`src/rtl/pattern_rx.sv`:
```
// pattern_rx: decodes the single-wire NRZ LED stream back into a 5x5 on/off pattern and colour code.
// Optional build macro PATTERN_RX_ERRCHK_EN adds the high-time limit and short-frame rejection.
module pattern_rx #(
    parameter int T_THRESH     = 30,
    parameter int T_HIGH_MAX   = 60,
    parameter int RESET_CYCLES = 2500,
    parameter int NUM_PIXELS   = 25
) (
    input  logic            clk,
    input  logic            reset_n,
    input  logic            data,
    output logic [4:0][4:0] pattern,
    output logic [2:0]      color,
    output logic            frame_valid,
    output logic            frame_err
);
    localparam int TW    = $clog2(RESET_CYCLES + T_HIGH_MAX + 2);
    localparam int NBITS = NUM_PIXELS * 24;
    localparam logic [TW-1:0] C_RESET  = TW'(RESET_CYCLES);
    localparam logic [TW-1:0] C_THRESH = TW'(T_THRESH);
    localparam logic [9:0]    C_NBITS  = 10'(NBITS);
`ifdef PATTERN_RX_ERRCHK_EN
    localparam logic [TW-1:0] C_HMAX   = TW'(T_HIGH_MAX);
`endif

    typedef enum logic [1:0] {S_SYNC, S_IDLE, S_HIGH, S_LOW} state_t;

    state_t                r_state;
    state_t                w_state_next;
    logic                  r_d_meta;
    logic                  r_d_s;
    logic [TW-1:0]         r_timer;
    logic [9:0]            r_bit_cnt;
    logic [4:0]            r_bit_in_word;
    logic [4:0]            r_pix_idx;
    logic [22:0]           r_shift;
    logic [NUM_PIXELS-1:0] r_shadow;
    logic [2:0]            r_color_cand;
    logic [NUM_PIXELS-1:0] r_pattern;
    logic [2:0]            r_color;
    logic                  r_frame_valid;

    logic [TW-1:0]         w_timer_inc;
    logic                  w_low_done;
    logic                  w_bit_ev;
    logic                  w_bit_val;
    logic                  w_take;
    logic [23:0]           w_word;
    logic                  w_word_done;
    logic                  w_word_lit;
    logic                  w_clear;
    logic                  w_latch;
    logic                  w_any;
    logic                  w_commit;
    logic [NUM_PIXELS-1:0] w_shadow_set;
`ifdef PATTERN_RX_ERRCHK_EN
    logic                  r_err_pend;
    logic                  r_frame_err;
    logic                  w_full;
    logic                  w_hi_timeout;
    logic                  w_sync_exit;
    logic                  w_discard;
`endif

    assign w_timer_inc = (r_timer == '1) ? r_timer : r_timer + TW'(1);
    assign w_low_done  = (r_timer >= C_RESET);

    // Two-flop synchronizer; all decoding uses r_d_s.
    always_ff @(posedge clk or negedge reset_n) begin
        if (!reset_n) begin
            r_d_meta <= 1'b0;
            r_d_s    <= 1'b0;
        end else begin
            r_d_meta <= data;
            r_d_s    <= r_d_meta;
        end
    end

    always_ff @(posedge clk or negedge reset_n) begin
        if (!reset_n) r_state <= S_SYNC;
        else          r_state <= w_state_next;
    end

    always_comb begin
        w_state_next = r_state;
        case (r_state)
            S_SYNC: if (!r_d_s && w_low_done) w_state_next = S_IDLE;
            S_IDLE: if (r_d_s) w_state_next = S_HIGH;
            S_HIGH: begin
                if (!r_d_s) w_state_next = S_LOW;
`ifdef PATTERN_RX_ERRCHK_EN
                else if (r_timer > C_HMAX) w_state_next = S_SYNC;
`endif
            end
            S_LOW: begin
                // The latch wins over a coincident rising edge; IDLE picks the edge up.
                if (w_low_done)  w_state_next = S_IDLE;
                else if (r_d_s)  w_state_next = S_HIGH;
            end
            default: w_state_next = S_SYNC;
        endcase
    end

    always_comb begin
        w_bit_ev    = (r_state == S_HIGH) && !r_d_s;
        w_bit_val   = (r_timer >= C_THRESH);
        w_take      = w_bit_ev && (r_bit_cnt < C_NBITS);
        w_word      = {r_shift, w_bit_val};
        w_word_done = w_take && (r_bit_in_word == 5'd23);
        w_word_lit  = (w_word != 24'd0);
        w_clear     = (r_state == S_SYNC) || (r_state == S_IDLE);
        w_latch     = (r_state == S_LOW) && w_low_done;
        w_any       = (r_bit_cnt != 10'd0);
`ifdef PATTERN_RX_ERRCHK_EN
        w_full       = (r_bit_cnt >= C_NBITS);
        w_hi_timeout = (r_state == S_HIGH) && r_d_s && (r_timer > C_HMAX);
        w_sync_exit  = (r_state == S_SYNC) && (w_state_next == S_IDLE);
        w_commit     = w_latch && w_full;
        w_discard    = (w_latch && w_any && !w_full) || (w_sync_exit && r_err_pend);
`else
        w_commit     = w_latch && w_any;
`endif
    end

    genvar gi;
    generate
        for (gi = 0; gi < NUM_PIXELS; gi++) begin : g_pix
            assign w_shadow_set[gi] = w_word_done && w_word_lit && (r_pix_idx == 5'(gi));
        end
    endgenerate

    always_ff @(posedge clk or negedge reset_n) begin
        if (!reset_n) begin
            r_timer <= '0;
        end else begin
            case (r_state)
                S_SYNC:  r_timer <= (r_d_s || w_low_done) ? '0 : w_timer_inc;
                S_IDLE:  r_timer <= r_d_s ? TW'(1) : '0;
                S_HIGH:  r_timer <= !r_d_s ? TW'(1) : w_timer_inc;
                S_LOW: begin
                    if (w_low_done)  r_timer <= '0;
                    else if (r_d_s)  r_timer <= TW'(1);
                    else             r_timer <= w_timer_inc;
                end
                default: r_timer <= '0;
            endcase
        end
    end

    always_ff @(posedge clk or negedge reset_n) begin
        if (!reset_n) begin
            r_bit_cnt     <= '0;
            r_bit_in_word <= '0;
            r_pix_idx     <= '0;
            r_shift       <= '0;
            r_shadow      <= '0;
            r_color_cand  <= '0;
        end else if (w_clear) begin
            r_bit_cnt     <= '0;
            r_bit_in_word <= '0;
            r_pix_idx     <= '0;
            r_shadow      <= '0;
            r_color_cand  <= '0;
        end else begin
            r_shadow <= r_shadow | w_shadow_set;
            if (w_take) begin
                r_bit_cnt <= r_bit_cnt + 10'd1;
                r_shift   <= w_word[22:0];
                if (w_word_done) begin
                    r_bit_in_word <= '0;
                    r_pix_idx     <= r_pix_idx + 5'd1;
                end else begin
                    r_bit_in_word <= r_bit_in_word + 5'd1;
                end
            end
            // Pixels arrive in index order, so the last lit word is the highest-index one.
            if (w_word_done && w_word_lit)
                r_color_cand <= {|w_word[15:8], |w_word[23:16], |w_word[7:0]};
        end
    end

    always_ff @(posedge clk or negedge reset_n) begin
        if (!reset_n) begin
            r_pattern     <= '0;
            r_color       <= '0;
            r_frame_valid <= 1'b0;
        end else begin
            r_frame_valid <= w_commit;
            if (w_commit) begin
                r_pattern <= r_shadow;
                r_color   <= r_color_cand;
            end
        end
    end

`ifdef PATTERN_RX_ERRCHK_EN
    always_ff @(posedge clk or negedge reset_n) begin
        if (!reset_n) begin
            r_err_pend  <= 1'b0;
            r_frame_err <= 1'b0;
        end else begin
            r_frame_err <= w_discard;
            if (w_hi_timeout)     r_err_pend <= 1'b1;
            else if (w_sync_exit) r_err_pend <= 1'b0;
        end
    end
    assign frame_err = r_frame_err;
`else
    assign frame_err = 1'b0;
`endif

    assign pattern     = r_pattern;
    assign color       = r_color;
    assign frame_valid = r_frame_valid;

endmodule

```
`config.mk`:
```
export PLATFORM = sky130hd
export DESIGN_NAME = pattern_rx
export DESIGN_NICKNAME = d
export VERILOG_FILES = /design/src/rtl/pattern_rx.sv
export SDC_FILE = /design/constraint.sdc
export NUM_CORES = 1
export LEC_CHECK = 0
export CORE_MARGIN = 5
export CORE_UTILIZATION = 55
export CTS_BUF_LIST = sky130_fd_sc_hd__clkbuf_4 sky130_fd_sc_hd__clkbuf_8 sky130_fd_sc_hd__clkbuf_16
export DETAILED_ROUTE_END_ITERATION = 10
export PLACE_DENSITY = 0.75
export SETUP_SLACK_MARGIN = 0.05
export SLEW_MARGIN = 20
export SYNTH_ARGS = -nofsm -noshare
export SYNTH_HDL_FRONTEND = slang
export SYNTH_SLANG_ARGS = --single-unit
```
`constraint.sdc`:
```
create_clock -name clk -period 2.58 [get_ports clk]
set_input_delay 0.258 -clock clk [delete_from_list [all_inputs] [get_ports clk]]
set_output_delay 0.258 -clock clk [all_outputs]
set_load 0.005 [all_outputs]
```
* After elaboration in Yosys (flattened, before gate mapping)
Index checks and enable logic that the tools add are counted.
** Storage, ports and cells
- Output and inout port bits :: 30
- Word-level logic and storage cells :: 124
- Flip-flop bits (word level) :: 116
- Input bits :: 3
** Cells by class
- Order comparisons :: 3
- Bitwise logic cells :: 2
- Reduce and logical (&&, ||, !) cells :: 48
- Equal/unequal tests :: 31
- Muxes and demuxes :: 23
- Add/sub/neg operators :: 4
** Operator list (number)
- $mux 12 :: 5
- $eq 5x5->1 const B :: 10
- $pmux 12 s4 :: 1
- $eq 5x4->1 const B :: 8
- $logic_and 1x1->1 :: 32
- $mux 5 :: 6
- $mux 25 :: 1
- $or 25x25->25 :: 1
- $reduce_bool 24->1 :: 1
- $reduce_or 8->1 :: 3
- $eq 5x3->1 const B :: 4
- $mux 10 :: 2
- $add 12x1->12 const B :: 1
- $eq 12x12->1 const B :: 1
- $ge 12x12->1 const B :: 1
- $ge 12x5->1 const B :: 1
- $add 10x1->10 const B :: 1
- $add 5x1->5 const B :: 2
- $eq 5x2->1 const B :: 2
- $lt 10x10->1 const B :: 1
- $reduce_bool 10->1 :: 1
- $mux 2 :: 4
- $pmux 2 s4 :: 1
- $mux 3 :: 2
- other kinds (12) :: 19

* Depth between registers and ports, before layout
Gate-level depths: netlist (run 1).
- Depth in word-level cells :: 8
- Mapped depth :: 9

* Least setup slack after synthesis (run 1)
No wires, ideal clock.
- Path type :: register to register
- Start :: reg r_timer[3]
- End :: reg r_pattern[15] (netlist: pattern[15])
- Arrival :: 2086 ps
- Path buffers :: 2
- Path slack :: 369 ps
- Period minus slack after synthesis :: 2211 ps
- Cell stages (with the launch flop) :: 8
- Cells stage by stage :: dfrtp_1 > nor4_1 > nor2_1 > o31ai_1 > or3_1 > buf_2 > buf_2 > mux2_2
** On the way
- Longest elaborated chain between the ends :: 3
** Ends and longest elaborated chain
- from (decl) :: line 32 : logic [TW-1:0] r_timer;
- from (signal assigned) :: line 137 : S_SYNC: r_timer <= (r_d_s || w_low_done) ? '0 : w_timer_inc;
- from (signal assigned) :: line 138 : S_IDLE: r_timer <= r_d_s ? TW'(1) : '0;
- from (signal assigned) :: line 139 : S_HIGH: r_timer <= !r_d_s ? TW'(1) : w_timer_inc;
- $ge 12x12->1 :: line 66 : assign w_low_done = (r_timer >= C_RESET);
- $logic_and 1x1->1 :: line 112 : w_latch = (r_state == S_LOW) && w_low_done;
- $logic_and 1x1->1 :: line 121 : w_commit = w_latch && w_any;
- to (signal assigned) :: line 190 : r_pattern <= r_shadow;
- to (decl) :: line 39 : logic [NUM_PIXELS-1:0] r_pattern;
Every way passes these cells.
A chain may end at the register's enable or synchronous reset.

* Worst setup path after layout (run 1)
- Start :: reg r_state[0]
- End :: reg r_shadow[2]
** On the way
- Longest elaborated chain between the ends :: 8
- Elaborated cells on any way between the ends :: 11
- Those cells by class :: eq/ne (2); mux (1); bitwise (1); reduce/logical (7)
** Ends and longest elaborated chain
- from (decl) :: line 28 : state_t r_state;
- from (signal assigned) :: line 81 : else r_state <= w_state_next;
- $eq 2x2->1 :: line 105 : w_bit_ev = (r_state == S_HIGH) && !r_d_s;
- $logic_and 1x1->1 :: line 105
- $logic_and 1x1->1 :: line 107 : w_take = w_bit_ev && (r_bit_cnt < C_NBITS);
- $logic_and 1x1->1 :: line 109 : w_word_done = w_take && (r_bit_in_word == 5'd23);
- $logic_and 1x1->1 (2 in series) :: line 128 : assign w_shadow_set[gi] = w_word_done && w_word_lit && (r_pix_idx == 5'(gi));
- $or 25x25->25 :: line 165 : r_shadow <= r_shadow | w_shadow_set;
- $mux 25 (*) :: line 158 : end else if (w_clear) begin
- to (signal assigned) :: line 165
- to (decl) :: line 37 : logic [NUM_PIXELS-1:0] r_shadow;
Mark *: on every way between the ends. The rest lies on a longest branch, timed or not.

==> results of run 1 <==
==> through the flow <==
step                      utilization (%)  hold WS, ns  instances  instance area, sq um  power (W)
after floorplan                         -      -0.0376        486                  5090    0.00188
after global placement               60.5        0.232        616                  5540    0.00192
after detailed placement             60.5        0.241        616                  5540    0.00192
after CTS                            66.9        0.184        649                  6120    0.00416
after global routing                 66.9        0.186        649                  6120    0.00427
final                                66.9        0.198        649                  6120    0.00412
==> cells in the mapped netlist (all sizes together), types with 3 or more instances <==
library cell    n  area share, %
nor4            7           0.86
xnor2           6            1.0
dfrtp         116             57
ha             10            2.5
o41ai          16            2.9
nand2         118            8.7
a21oi           8           0.79
nand4           6           0.74
and3            5           0.61
o31ai           3           0.44
clkbuf         13           0.96
nand3          17            1.7
nor2b           4           0.49
nor2           30            2.2
xor2           10            1.7
buf            11            1.2
nor3            9           0.88
a211oi          3           0.44
o21ai          20            2.0
inv            11           0.81
mux2           28            6.2
==> cell usage in the layout, fill, tap and decap left out, types with 3 or more instances in the layout <==
cell type        netlist  final
mux2_2                28     28
inv_6                  0      3
clkbuf_16              0     16
inv_1                 11     11
and3_1                 5      5
o41ai_1               15     15
clkinv_4               0      4
clkdlybuf4s50_1        0     30
o21ai_1                9      9
buf_4                  1     12
nor4_1                 7      7
nor3_1                 9      9
xor2_1                10     10
o21ai_0               11     11
dfrtp_1              116    116
nand2_1              118    118
o31ai_1                3      3
nor2b_1                4      4
xnor2_1                6      6
nand3_1               17     17
nor2_1                30     30
nand4_1                6      6
clkinvlp_4             0      3
a21oi_1                8      8
ha_1                  10     10
==> registers in the layout, indices dropped and copies added, names as in the netlist <==
name	flops
pattern	25
r_d_s	1
r_color_cand	3
r_d_meta	1
r_timer	12
r_pix_idx	5
r_bit_cnt	10
r_state	2
r_shift	23
frame_valid	1
color	3
r_shadow	25
r_bit_in_word	5
==> layout make-up <==
type | instances | area [sq um] | area share (%)
clock buffer | 18 | 422 | 6.89
clock inverter | 14 | 154 | 2.51
inverter | 11 | 41.3 | 0.674
multi-input combinational | 335 | 2040 | 33.4
sequential | 116 | 2900 | 47.4
tap | 111 | 139 | 2.27
timing repair buffer | 44 | 420 | 6.87
==> metal layers <==
layer	vias to the layer above	routed length [microns]	track usage (%)
met5	-	0	0
li1	1770	-	-
met1	1811	4330	24.5
met2	105	5020	33.3
met4	0	78	6.75
met3	7	488	5.59
==> path summary, 6_finish.rpt <==
| path | start | to | slack (ns) | cells after the start |
|---|---|---|---|---|
| max in group asynchronous | reset_n | r_state[1] | 1.58 | 3 |
| min in group asynchronous | reset_n | pattern[8] | 0.24 | 2 |
| max | r_state[0] | r_shadow[2] | 0.27 | 5 |
| max reg2reg | r_state[0] | r_shadow[2] | 0.27 | 5 |
| min reg2reg | r_d_meta | r_d_s | 0.35 | 0 |
| min | data | r_d_meta | 0.20 | 1 |
==> where the power goes <==
part | switching (W) | leakage [nW] | internal, W | total [W]
clock | 0.000843 | 0.276 | 0.00139 | 0.00223
combinational | 0.0000431 | 1.00 | 0.0000139 | 0.0000570
sequential | 0.00000627 | 1.61 | 0.00183 | 0.00183
total | 0.000892 | 2.89 | 0.00323 | 0.00412
==> what timing repair did <==
action,CTS,global route
buffers inserted,0,0
endpoints found under the hold margin,35,0
hold buffers,1,0
resized for setup,0,0
==> worst register-to-register path, cell delays in order (launching register included) <==
cell and delay (ns):
dfrtp_1 0.45, or3b_1 0.51, a211o_1 0.32, or2_1 0.24
buf_4 0.21, o41ai_1 0.44
==> cells by family after synthesis <==
| group | count (synthesis) | share of synthesized area [%] |
|---|---|---|
| buf+inv | 35 | 3.00 |
| simple gates | 212 | 18.6 |
| other cells | 1 | 0.0736 |
| compound gates | 67 | 9.80 |
| xor+xnor | 16 | 2.75 |
| flops | 116 | 57.0 |
| mux | 29 | 6.39 |
| fa+ha+maj | 10 | 2.46 |
==> impl_metrics.json, run 1 <==
{
  "synth_seq_cells": 116,
  "cts_tree": "built",
  "hold_class": "in2reg",
  "antenna_found_initial": 0,
  "synth_cell_types": 52,
  "drive_above_1_share_pct": 14.9,
  "syn_nets": 499,
  "finalCriticalPeriod_ns": 2.31,
  "setup_slack_ns": 0.272,
  "crit_path_max_fanout": 19,
  "fin_crit_sh_pct": 89.5,
  "cts_buffers": 17,
  "nNetsFinal": 538,
  "finalHoldViolCount": 0,
  "clkTransAtPathRegs_ns": 0.06,
  "grt_first_pass_wirelength_mm": 17.7,
  "slew_violations": 0,
  "grt_pass1_vias": 3680,
  "chipHeight_microns": 106,
  "syn_avg_cell_area_sq_um": 10.5,
  "gp_congestion": 0.814,
  "viasPerCell": 5.69,
  "clockRootBuffer": "clkbuf_8",
  "yosys_most_used_dff": "dfrtp_1",
  "dr.pass1.iters": 6,
  "critPathTopFamily": "simple AND/OR/NAND/NOR gates",
  "worst_slew_pin_slew_ns": 0.498,
  "syn_inst": 486,
  "seq_area_frac_synth_pct": 57.0,
  "crit_chain": "or3b_1 -> a211o_1 -> or2_1 -> buf_4 -> o41ai_1",
  "status": "finished clean",
  "cts_sinks": 116,
  "core_sq_um": 9150,
  "grt-ovfl-total": 0,
  "wl_per_cell_microns": 15.3,
  "ios": 33,
  "slowest_stage": "or3b_1",
  "powerDensity_nw_per_um2": 673,
  "max_stage_delay_ns": 0.51,
  "crit_path_end_kind": "flop",
  "cp_num_buf_inv": 1,
  "fill_cells": 669,
  "slew_headroom_pct": 66.8,
  "drc": 0,
  "max_freq_mhz": 433,
  "wl_mm": 9.91,
  "drv_cap": 0,
  "cts_buffer_depth": 2,
  "ant_nets": 0,
  "setup_viol": 0,
  "start_kind": "flop",
  "dp_hpwl_mm": 6.41,
  "cp.arrival_ns": 2.68,
  "area_growth_pct": 20.2,
  "worst-setup-path-type": "reg2reg",
  "grt_max_degree": 82,
  "dieWidth_microns": 106,
  "clock_latency_ns": 0.51,
  "grtUsageTotal_pct": 19.8,
  "place_ws_ns": 0.337,
  "rsz0062_at_grt": "false",
  "async_flop_share_pct": 100,
  "synth_edf_count": 0,
  "via_count": 3693,
  "antennaDiodeCount": 0,
  "drtIter0Drc": 218,
  "cp.required_ns": 2.96,
  "finalSetupTns_ns": 0,
  "finClkSkew_ns": 0.0129,
  "io_buffers": 31,
  "synth_area_sq_um": 5090,
  "irDropWorstVdd_v": 0.000451,
  "yosys_warnings": 0,
  "cts_max_level": 4,
  "die-area_sq_um": 11300,
  "leakage_nw": 2.89,
  "rows": 35,
  "start_util_pct": 55.7
}
No activity file was read; power rests on OpenSTA's default activity.
==> run 2, diff against run 1 <==
Settings changed: REMOVE_ABC_BUFFERS set to 1.
==> run 2 against run 1 <==
Net effect: clock power barely moved; register-to-register slack lost 0.06 ns; fmax shrank 2.5%; setup slack worse by 0.058 ns; core utilization about the same; wire length up 6.6%; largest cell class unchanged; critical path depth is the same.
==> impl_metrics.json, run 2 (synthesis gave the netlist of run 1 again) <==
{
  "nNetsFinal": 537,
  "viasPerCell": 5.72,
  "antennaDiodeCount": 0,
  "worst_slew_pin_slew_ns": 0.638,
  "start_util_pct": 55.7,
  "chipHeight_microns": 106,
  "finClkSkew_ns": 0.00797,
  "reg2regPathDepth": 5,
  "hold_class": "in2reg",
  "cts_buffers": 17,
  "slew_headroom_pct": 57.5,
  "irDropWorstVdd_v": 0.000379,
  "drv_cap": 0,
  "cts_sinks": 116,
  "final_cell_mix": "118 x nand2_1, 116 x dfrtp_1, 30 x nor2_1, 30 x clkdlybuf4s50_1, 28 x mux2_2",
  "power_w": 0.00412,
  "dp_hpwl_mm": 6.57,
  "drtIter0Drc": 200,
  "post_dp_cell_area_sq_um": 5540,
  "grt_pass1_vias": 3606,
  "layout.cells.most_common": "nand2_1",
  "clock_latency_ns": 0.50,
  "finalHoldViolCount": 0,
  "cp.arrival_ns": 2.72,
  "cts_tree": "built",
  "antenna_found_initial": 0,
  "cts_max_level": 4,
  "wl_per_cell_microns": 16.3,
  "core_sq_um": 9150,
  "drc": 0,
  "cts_buffer_depth": 2,
  "post-cts-setup-buffers": 0,
  "fin_crit_sh_pct": 91.7,
  "leakage_nw": 2.89,
  "max_stage_delay_ns": 0.51,
  "slew_violations": 0,
  "cp_num_buf_inv": 1,
  "slowest_stage": "or3b_1",
  "crit_cells": 5,
  "crit_chain": "or3b_1 -> a211o_1 -> or2_1 -> buf_4 -> o41ai_1",
  "hold_path_depth": 1,
  "powerDensity_nw_per_um2": 672,
  "area_growth_pct": 20.1,
  "cp.required_ns": 2.93,
  "setup_viol": 0,
  "dr.pass1.iters": 4,
  "status": "finished clean",
  "via_count": 3696,
  "rows": 35,
  "grtUsageTotal_pct": 20.1,
  "crit_path_max_fanout": 19,
  "max_freq_mhz": 423,
  "ant_nets": 0,
  "crit_path_end_kind": "flop",
  "finalCriticalPeriod_ns": 2.37,
  "clockRootBuffer": "clkbuf_8",
  "grt-ovfl-total": 0,
  "wl_mm": 10.6,
  "postLayoutCellArea_sq_um": 6120,
  "grt_first_pass_wirelength_mm": 18.0,
  "worst-setup-path-type": "reg2reg",
  "grt_max_degree": 117,
  "clkTransAtPathRegs_ns": 0.05,
  "gp_congestion": 0.833,
  "io_buffers": 31,
  "rsz0062_at_grt": "false",
  "drive_above_1_share_pct": 14.4,
  "dieWidth_microns": 106,
  "ios": 33,
  "critPathTopFamily": "compound AO/OA/AOI/OAI gates",
  "die-area_sq_um": 11300,
  "start_kind": "flop"
}
-- run 2: changes by cell type in the layout (fill, tap and decap cells not counted), sizes merged --
cell      previous run  this run
clkbuf              18        21
buf                 13        12
clkinvlp             3         4
clkinv               6         3
inv                 14        11
-- run 2: per-layer routing --
layer  wire [microns]  GRT usage, %  part of all wire (%)  up-vias
met2             5200          32.1                    49       83
met5                0             0                     0        -
met1             4750          26.8                    45     1829
met4              199          7.22                   1.9        0
li1                 -             -                     -     1765
met3              412          5.10                   3.9       19
-- run 2: final timing paths --
path,from,to,slack (ns)
setup / recovery,r_state[0],r_shadow[20],0.21
hold / removal,data,r_d_meta,0.20
setup reg to reg,r_state[0],r_shadow[20],0.21
hold reg to reg,r_d_meta,r_d_s,0.38
max in group asynchronous,reset_n,r_pix_idx[1],1.71
min in group asynchronous,reset_n,pattern[10],0.36
-- run 2: cell type report --
cell class	count	area, sq um
Timing Repair Buffer	43	425
Inverter	11	41.3
Sequential cell	116	2900
Clock buffer	21	463
Tap cell	111	139
Clock inverter	9	105
Fill cell	696	3030
Multi-Input combinational cell	335	2040
-- run 2: worst reg2reg max path, delay by kind of cell (launching register included) --
| family | cells | cell delay, ns |
|---|---|---|
| AO/OA/AOI/OAI | 2 | 0.80 |
| buffers and inverters | 1 | 0.22 |
| flip-flops | 1 | 0.44 |
| AND/OR/NAND/NOR | 2 | 0.76 |
-- run 2: what timing repair did --
| item | in CTS | in global routing |
|---|---|---|
| gates resized for setup | 0 | 0 |
| endpoints found under the hold margin | 116 | 0 |
| hold buffers | 1 | 0 |
-- run 2: through the flow --
step | hold slack [ns] | setup WS, ns | TNS, ns | std cells | utilization (%)
final | 0.198 | 0.214 | 0 | 646 | 66.9
after global routing | 0.183 | 0.155 | 0 | 646 | 66.9
after CTS | 0.179 | 0.256 | 0 | 646 | 66.9
after detailed placement | 0.369 | 0.336 | 0 | 615 | 60.6
after global placement | 0.369 | 0.389 | 0 | 615 | 60.6
after floorplan | -0.0376 | -1.30 | -40.98 | 462 | -
-- run 2: report_power, final --
part           switching (W)  leakage, nW   total, W  internal (W)
Sequential        0.00000589         1.61    0.00183       0.00183
Combinational      0.0000440         1.00  0.0000579     0.0000139
Clock               0.000784        0.271    0.00223       0.00144
Total               0.000834         2.89    0.00412       0.00328
